--- src/rtl/regfile_writeback_arbiter_if.sv ---
// Writeback bundle between the ALU/load sources, the arbiter and the
// register file write port (WE3/A3/WD3). It also carries the PC redirect
// outputs and the hazard view (busy_mask, fifo_count) used by decode.
interface regfile_writeback_arbiter_if #(
  parameter int N     = 4,
  parameter int M     = 32,
  parameter int DEPTH = 4
);
  localparam int CW = $clog2(DEPTH) + 1;

  // ALU result source
  logic              alu_valid;
  logic              alu_ready;
  logic [N-1:0]      alu_addr;
  logic [M-1:0]      alu_data;

  // Load issue and load return
  logic              ld_issue;
  logic [N-1:0]      ld_issue_addr;
  logic              ld_valid;
  logic [N-1:0]      ld_dest;
  logic [M-1:0]      ld_data;

  // Register file write port and PC redirect
  logic              WE3;
  logic [N-1:0]      A3;
  logic [M-1:0]      WD3;
  logic              pc_wr_valid;
  logic [M-1:0]      pc_wr_data;

  // Hazard tracking for decode
  logic [2**N-1:0]   busy_mask;
  logic [CW-1:0]     fifo_count;

  // Pipeline side: offers results and loads, observes writes and hazards
  modport master (
    output alu_valid, alu_addr, alu_data,
    output ld_issue, ld_issue_addr, ld_valid, ld_dest, ld_data,
    input  alu_ready,
    input  WE3, A3, WD3, pc_wr_valid, pc_wr_data,
    input  busy_mask, fifo_count
  );

  // Arbiter side
  modport slave (
    input  alu_valid, alu_addr, alu_data,
    input  ld_issue, ld_issue_addr, ld_valid, ld_dest, ld_data,
    output alu_ready,
    output WE3, A3, WD3, pc_wr_valid, pc_wr_data,
    output busy_mask, fifo_count
  );
endinterface

--- src/rtl/regfile_writeback_arbiter.sv ---
// Merges ALU results and returning load data onto the single register file
// write port. Loads win every cycle; ALU results that lose wait in a small
// in-order FIFO. Writes to the top register (the PC) become a one-cycle
// pc_wr_valid pulse instead of a register file write. busy_mask reports every
// destination that still has a write pending so decode can stall.
module regfile_writeback_arbiter #(
  parameter int N     = 4,
  parameter int M     = 32,
  parameter int DEPTH = 4
) (
  input  logic                          clk,
  input  logic                          reset,
  regfile_writeback_arbiter_if.slave    wb
);

  localparam int             AW      = $clog2(DEPTH);
  localparam int             CW      = AW + 1;
  localparam int             NREG    = 2**N;
  localparam logic [N-1:0]   PC_ADDR = '1;

  typedef enum logic [1:0] {
    GNT_IDLE,
    GNT_LOAD,
    GNT_FIFO,
    GNT_BYPASS
  } grant_e;

  // FIFO storage and bookkeeping
  logic [N-1:0]    fifo_addr_q [DEPTH];
  logic [M-1:0]    fifo_data_q [DEPTH];
  logic [AW-1:0]   wr_ptr_q, wr_ptr_d;
  logic [AW-1:0]   rd_ptr_q, rd_ptr_d;
  logic [CW-1:0]   count_q,  count_d;

  // Destinations of loads issued but not yet returned
  logic [NREG-1:0] ld_pend_q, ld_pend_d;

  // Registered write port
  logic            we3_q,      we3_d;
  logic [N-1:0]    a3_q,       a3_d;
  logic [M-1:0]    wd3_q,      wd3_d;
  logic            pc_valid_q, pc_valid_d;
  logic [M-1:0]    pc_data_q,  pc_data_d;

  // Arbitration results
  grant_e          grant;
  logic [N-1:0]    gnt_addr;
  logic [M-1:0]    gnt_data;
  logic            alu_ready;
  logic            push;
  logic            pop;
  logic [NREG-1:0] busy;
  logic [AW-1:0]   slot_off;

  // Fixed-priority grant: load return, then FIFO head, then ALU bypass
  always_comb begin
    // NOTE: every always_comb output gets a default first so no path leaves it unassigned and infers a latch.
    grant     = GNT_IDLE;
    gnt_addr  = wb.ld_dest;
    gnt_data  = wb.ld_data;
    alu_ready = (count_q < CW'(DEPTH));
    if (wb.ld_valid) begin
      grant = GNT_LOAD;
    end else if (count_q != '0) begin
      grant    = GNT_FIFO;
      gnt_addr = fifo_addr_q[rd_ptr_q];
      gnt_data = fifo_data_q[rd_ptr_q];
    end else if (wb.alu_valid) begin
      grant    = GNT_BYPASS;
      gnt_addr = wb.alu_addr;
      gnt_data = wb.alu_data;
    end
    // An accepted ALU result that did not go straight out is queued
    push = wb.alu_valid && alu_ready && (grant != GNT_BYPASS);
    pop  = (grant == GNT_FIFO);
  end

  // FIFO pointer and occupancy next state; pointers wrap naturally at DEPTH
  always_comb begin
    wr_ptr_d = push ? wr_ptr_q + AW'(1) : wr_ptr_q;
    rd_ptr_d = pop  ? rd_ptr_q + AW'(1) : rd_ptr_q;
    case ({push, pop})
      2'b10:   count_d = count_q + CW'(1);
      2'b01:   count_d = count_q - CW'(1);
      default: count_d = count_q;
    endcase
  end

  // Outstanding-load tracking: a new issue wins over a same-cycle return
  always_comb begin
    ld_pend_d = ld_pend_q;
    // NOTE: blocking assignments here are evaluated in order, so the later set overrides the earlier clear.
    if (wb.ld_valid) ld_pend_d[wb.ld_dest]       = 1'b0;
    if (wb.ld_issue) ld_pend_d[wb.ld_issue_addr] = 1'b1;
  end

  // Next write-port values: PC writes pulse pc_wr_valid, others drive WE3
  always_comb begin
    we3_d      = 1'b0;
    pc_valid_d = 1'b0;
    a3_d       = a3_q;
    wd3_d      = wd3_q;
    pc_data_d  = pc_data_q;
    if (grant != GNT_IDLE) begin
      if (gnt_addr == PC_ADDR) begin
        pc_valid_d = 1'b1;
        pc_data_d  = gnt_data;
      end else begin
        we3_d = 1'b1;
        a3_d  = gnt_addr;
        wd3_d = gnt_data;
      end
    end
  end

  // Hazard view: outstanding loads plus the destination of every queued entry
  always_comb begin
    busy     = ld_pend_q;
    slot_off = '0;
    for (int i = 0; i < DEPTH; i++) begin
      slot_off = AW'(i) - rd_ptr_q;
      if (CW'(slot_off) < count_q) busy[fifo_addr_q[i]] = 1'b1;
    end
  end

  // Control and output state registers
  always_ff @(posedge clk or posedge reset) begin
    if (reset) begin
      wr_ptr_q   <= '0;
      rd_ptr_q   <= '0;
      count_q    <= '0;
      ld_pend_q  <= '0;
      we3_q      <= 1'b0;
      a3_q       <= '0;
      wd3_q      <= '0;
      pc_valid_q <= 1'b0;
      pc_data_q  <= '0;
    end else begin
      // NOTE: sequential state uses non-blocking assignments so all registers update together at the edge.
      wr_ptr_q   <= wr_ptr_d;
      rd_ptr_q   <= rd_ptr_d;
      count_q    <= count_d;
      ld_pend_q  <= ld_pend_d;
      we3_q      <= we3_d;
      a3_q       <= a3_d;
      wd3_q      <= wd3_d;
      pc_valid_q <= pc_valid_d;
      pc_data_q  <= pc_data_d;
    end
  end

  // FIFO storage writes
  // NOTE: the storage array has no reset; an entry is only ever read or decoded while count marks it valid.
  always_ff @(posedge clk) begin
    if (push) begin
      fifo_addr_q[wr_ptr_q] <= wb.alu_addr;
      fifo_data_q[wr_ptr_q] <= wb.alu_data;
    end
  end

  assign wb.alu_ready   = alu_ready;
  assign wb.WE3         = we3_q;
  assign wb.A3          = a3_q;
  assign wb.WD3         = wd3_q;
  assign wb.pc_wr_valid = pc_valid_q;
  assign wb.pc_wr_data  = pc_data_q;
  assign wb.busy_mask   = busy;
  assign wb.fifo_count  = count_q;

endmodule

--- src/flat_wrapper.sv ---
// flat-port wrapper written by rule: the top's interface ports become plain ports
module regfile_writeback_arbiter_flat 
#(
  parameter int N     = 4,
  parameter int M     = 32,
  parameter int DEPTH = 4
)
  (clk, reset, wb_alu_valid, wb_alu_addr, wb_alu_data, wb_ld_issue, wb_ld_issue_addr, wb_ld_valid, wb_ld_dest, wb_ld_data, wb_alu_ready, wb_WE3, wb_A3, wb_WD3, wb_pc_wr_valid, wb_pc_wr_data, wb_busy_mask, wb_fifo_count);
  regfile_writeback_arbiter_if #(.N(N), .M(M), .DEPTH(DEPTH)) wb_i ();
  input  logic clk;
  input  logic reset;
  input wire logic [$bits(wb_i.alu_valid)-1:0] wb_alu_valid;
  input wire logic [$bits(wb_i.alu_addr)-1:0] wb_alu_addr;
  input wire logic [$bits(wb_i.alu_data)-1:0] wb_alu_data;
  input wire logic [$bits(wb_i.ld_issue)-1:0] wb_ld_issue;
  input wire logic [$bits(wb_i.ld_issue_addr)-1:0] wb_ld_issue_addr;
  input wire logic [$bits(wb_i.ld_valid)-1:0] wb_ld_valid;
  input wire logic [$bits(wb_i.ld_dest)-1:0] wb_ld_dest;
  input wire logic [$bits(wb_i.ld_data)-1:0] wb_ld_data;
  output wire logic [$bits(wb_i.alu_ready)-1:0] wb_alu_ready;
  output wire logic [$bits(wb_i.WE3)-1:0] wb_WE3;
  output wire logic [$bits(wb_i.A3)-1:0] wb_A3;
  output wire logic [$bits(wb_i.WD3)-1:0] wb_WD3;
  output wire logic [$bits(wb_i.pc_wr_valid)-1:0] wb_pc_wr_valid;
  output wire logic [$bits(wb_i.pc_wr_data)-1:0] wb_pc_wr_data;
  output wire logic [$bits(wb_i.busy_mask)-1:0] wb_busy_mask;
  output wire logic [$bits(wb_i.fifo_count)-1:0] wb_fifo_count;
  assign wb_i.alu_valid = wb_alu_valid;
  assign wb_i.alu_addr = wb_alu_addr;
  assign wb_i.alu_data = wb_alu_data;
  assign wb_i.ld_issue = wb_ld_issue;
  assign wb_i.ld_issue_addr = wb_ld_issue_addr;
  assign wb_i.ld_valid = wb_ld_valid;
  assign wb_i.ld_dest = wb_ld_dest;
  assign wb_i.ld_data = wb_ld_data;
  assign wb_alu_ready = wb_i.alu_ready;
  assign wb_WE3 = wb_i.WE3;
  assign wb_A3 = wb_i.A3;
  assign wb_WD3 = wb_i.WD3;
  assign wb_pc_wr_valid = wb_i.pc_wr_valid;
  assign wb_pc_wr_data = wb_i.pc_wr_data;
  assign wb_busy_mask = wb_i.busy_mask;
  assign wb_fifo_count = wb_i.fifo_count;
  regfile_writeback_arbiter #(.N(N), .M(M), .DEPTH(DEPTH)) u_core (.clk(clk), .reset(reset), .wb(wb_i));
endmodule
--- config.mk ---
export PLATFORM = sky130hd
export DESIGN_NAME = regfile_writeback_arbiter_flat
export DESIGN_NICKNAME = d
export VERILOG_FILES = /design/src/rtl/regfile_writeback_arbiter_if.sv /design/src/rtl/regfile_writeback_arbiter.sv /design/src/flat_wrapper.sv
export SDC_FILE = /design/constraint.sdc
export NUM_CORES = 1
export LEC_CHECK = 0
export BUFFER_PORTS_ARGS = -buffer_cell sky130_fd_sc_hd__buf_2
export CAP_MARGIN = 30
export CORE_MARGIN = 3
export CORE_UTILIZATION = 55
export CTS_CLUSTER_DIAMETER = 50
export DETAILED_ROUTE_END_ITERATION = 10
export GPL_TIMING_DRIVEN = 0
export PLACE_DENSITY = 0.81
export REMOVE_ABC_BUFFERS = 1
export SLEW_MARGIN = 20
export SYNTH_ARGS = -nofsm -noshare
export SYNTH_HDL_FRONTEND = slang
export SYNTH_SLANG_ARGS = --single-unit
--- constraint.sdc ---
create_clock -name clk -period 4.05 [get_ports clk]
set_input_delay 0.405 -clock clk [delete_from_list [all_inputs] [get_ports clk]]
set_output_delay 0.405 -clock clk [all_outputs]
set_load 0.01 [all_outputs]
==> key figures <==
Timing
  • Unrepaired setup endpoints after global routing: no
  • Max Clock Freq: 268 MHz
  • Post-Route Setup TNS: 0 ns
  • Worst relative slew slack: 42.2%
  • Hold Slack: 0.122 ns
  • Fin crit period: 3.73 ns
  • Fin. max-slew vios: 0
  • Final setup vio count: 0
  • Final hold vios: 0
  • Final clock skew: 0.0157 ns
  • Slew @ Worst Pin: 0.860 ns
  • Final period util: 92.0%

Logic synthesis
  • Synth Instances: 714
  • Synth Area in XOR/XNOR: 0.598%
  • Top FF cell, synth: edfxtp_1
  • Ys async rst share: 39.2%
  • Synth Area in Simple Gates: 6.82%
  • Most common cell in the netlist: edfxtp_1
  • Syn_area_per_cell: 14.4 sq um
  • Post-synthesis mux area share: 11.7%
  • Synth Warn #: 0
  • Synth Area in Compound Gates: 11.4%
  • Post-synth cell types: 46
  • Largest family of logic cells by synthesized area: multiplexers
  • Commonest cells in the netlist: edfxtp_1 (144), dfrtp_1 (93), o21ai_0 (67)
  • Largest cells by area after synthesis: edfxtp_1 (42%), dfrtp_1 (23%), mux4_2 (7.9%)
  • Cell accounting for the most synthesized area: edfxtp_1
  • Post-synth EDFFs: 144
  • Post-Synth Adder-Cell Area: 1.29%
  • Top cell type's share of synthesized area: 42.2%
  • Cell Area, Synth: 10,200 sq um
  • Synth Register Bits: 237
  • Post-synthesis sequential area ratio: 64.9%

Clocking
  • Clock sinks: 237
  • Max H-tree Level: 1
  • Cts bufs inserted: 25
  • Clock Tree Root: clkbuf_16
  • Post-CTS resize count: 0
  • Clock transition at path regs: 0.06 ns
  • TritonCTS clock tree: built
  • Worst-Skew Late Latency: 0.51 ns
  • Maximum buffer depth of the clock tree: 3

Worst setup path
  • Critical Path AT: 3.32 ns
  • Crit Path Category: reg -> out
  • Cell breakdown of the critical path: buf_12, xnor2_1, ha_1, a21oi_1, nor2_1, or3b_2, o32ai_1, or4_1, buf_2
  • CP max FO: 25
  • Reg2Reg Depth: 8
  • R2R setup slack: 0.43 ns
  • Element type at the critical path end: output pin
  • Worst path slowest cell: dfrtp_2
  • Worst setup SP type: flip-flop
  • Critical Path RT: 3.64 ns
  • Critical path's largest stage delay: 0.64 ns

Hold path
  • Hold Path Stages: 1
  • Min-Delay Path Class: in -> reg

Power
  • Peak VDD IR: 439 uV
  • Leak: 4.78 nW
  • Pwr Density: 735 nW/um^2
  • Overall power: 9.11 mW

Finish
  • Filler Cell Count: 1,245
  • Nets: 982
  • Multi-input logic area: 3280 sq um
  • Reg area: 6660 sq um
  • Layout area overhead: 21.0%
  • Final std cells w/o fill: 1,141
  • Share of layout cells above drive strength 1: 31.2%

Routing
  • Met2 WL: 12.2 mm
  • Post-Route WL: 25.3 mm
  • Remaining DRCs: 0
  • Total number of vias: 7,054
  • Detailed Route Iter0 Violations: 646
  • Initial DRT Pass Iterations: 5
  • Top sig layer: met4
  • Number of vias per cell: 6.18
  • WL/cell: 22.2 um
  • Met3 wire length: 2.38 mm
  • Post-DRT Antenna Nets: 0
  • M1 WL: 10.1 mm

GRT
  • Gr usage total: 24.7%
  • Global-route wire length before repair: 39.1 mm
  • Vias in the first global route: 7,123
  • Largest net degree at the start of global routing: 52
  • Total gr overflow: 0
  • Initial antenna violation count: 1

Floorplan
  • I/O pins: 171
  • Die area: 20,300 sq um
  • Die height: 143 um
  • DIE WIDTH: 143 um
  • Row count: 49
  • Initial core utilization: 56.5%
  • Area of the core: 18,100 sq um

Placement
  • I/O Buffers: 170
  • Placed insts: 1,091
  • DP HPWL: 17.3 mm
  • GP Congestion: 0.984

Flow run
  • Max cap viols: 0

Status
  • Status: complete, no violations
layout make-up:
type	count	area share, %
multi-input combinational	396	26.4
antenna	2	0.0404
clock inverter	13	0.989
inverter	42	1.31
clock buffer	33	5.45
timing repair buffer	189	9.79
tap	229	2.31
sequential	237	53.7
cell families (layout without fill, tap and decap cells):
family,count (synthesis),in the layout
buffers and inverters,81,277
adder cells (fa/ha/maj),10,10
AO/OA/AOI/OAI,175,175
multiplexers,73,73
other,0,2
AND/OR/NAND/NOR,131,131
XOR/XNOR,7,7
flip-flops,237,237
cells in the final DEF (no fill, tap or decap), types with 6 or more instances in the layout:
master	count
buf_16	7
buf_2	170
clkbuf_1	6
clkbuf_16	25
dfrtp_1	91
edfxtp_1	144
ha_1	9
inv_1	41
mux2i_1	29
mux4_2	36
nand2_1	47
nand2b_1	16
nand3_1	7
nor2_1	9
nor3_1	10
o21ai_0	67
o22a_1	32
o22ai_1	46
o32ai_1	10
or3_1	11
or4_1	8
registers in the layout, summed over array words and instances, names as in the netlist:
signal                 cells
u_core.wr_ptr_q            2
u_core.fifo_addr_q        16
u_core.wb.WD3             32
u_core.wb.A3               4
u_core.wb.fifo_count       3
u_core.wb.WE3              1
u_core.ld_pend_q          16
u_core.rd_ptr_q            2
u_core.fifo_data_q       128
u_core.wb.pc_wr_valid      1
u_core.wb.pc_wr_data      32
final timing paths:
path                                         start                   endpoint
max                             u_core.rd_ptr_q[1]            wb_busy_mask[1]
min                                wb_alu_data[21]  u_core.fifo_data_q[0][21]
max reg2reg                u_core.wb.fifo_count[2]    u_core.wb.pc_wr_data[8]
min reg2reg                      u_core.wb.WD3[22]          u_core.wb.WD3[22]
max in group asynchronous                    reset         u_core.rd_ptr_q[0]
min in group asynchronous                    reset    u_core.wb.pc_wr_data[8]
critical path: cells and delay by family (launching register included):
family | cells | cell delay [ns]
buffers and inverters | 2 | 0.38
AO/OA/AOI/OAI | 2 | 0.49
AND/OR/NAND/NOR | 3 | 0.83
flip-flops | 1 | 0.64
XOR/XNOR | 1 | 0.18
adder cells (fa/ha/maj) | 1 | 0.28
metal layers:
| layer | vias to the layer above | GRT usage (%) |
|---|---|---|
| li1 | 3117 | - |
| met1 | 3490 | 34.2 |
| met2 | 392 | 38.9 |
| met3 | 55 | 5.98 |
| met4 | 0 | 8.20 |
| met5 | - | 0 |
where the power goes:
part	total (mW)	leakage, nW	internal [mW]	switching [mW]
clock	2.20	0.387	1.30	0.899
sequential	3.63	2.37	3.22	0.411
combinational	3.28	2.02	1.52	1.75
total	9.11	4.78	6.04	3.06
stage by stage:
| stage | util [%] | setup WS [ns] | area, sq um |
|---|---|---|---|
| detailed placement | 63.7 | 0.462 | 11600 |
| global route | 68.3 | 0.125 | 12400 |
| global placement | 61.7 | -3.44 | 11200 |
| CTS | 68.1 | 0.318 | 12400 |
| finish | 68.3 | 0.325 | 12400 |
| floorplan | - | -0.547 | 10100 |
repair_timing:
action / 4_1_cts / 5_1_grt
endpoints found under the hold margin: 42 / 0
buffers inserted: 0 / 0
hold buffers: 1 / 0
(Power assumes the default switching activity.)
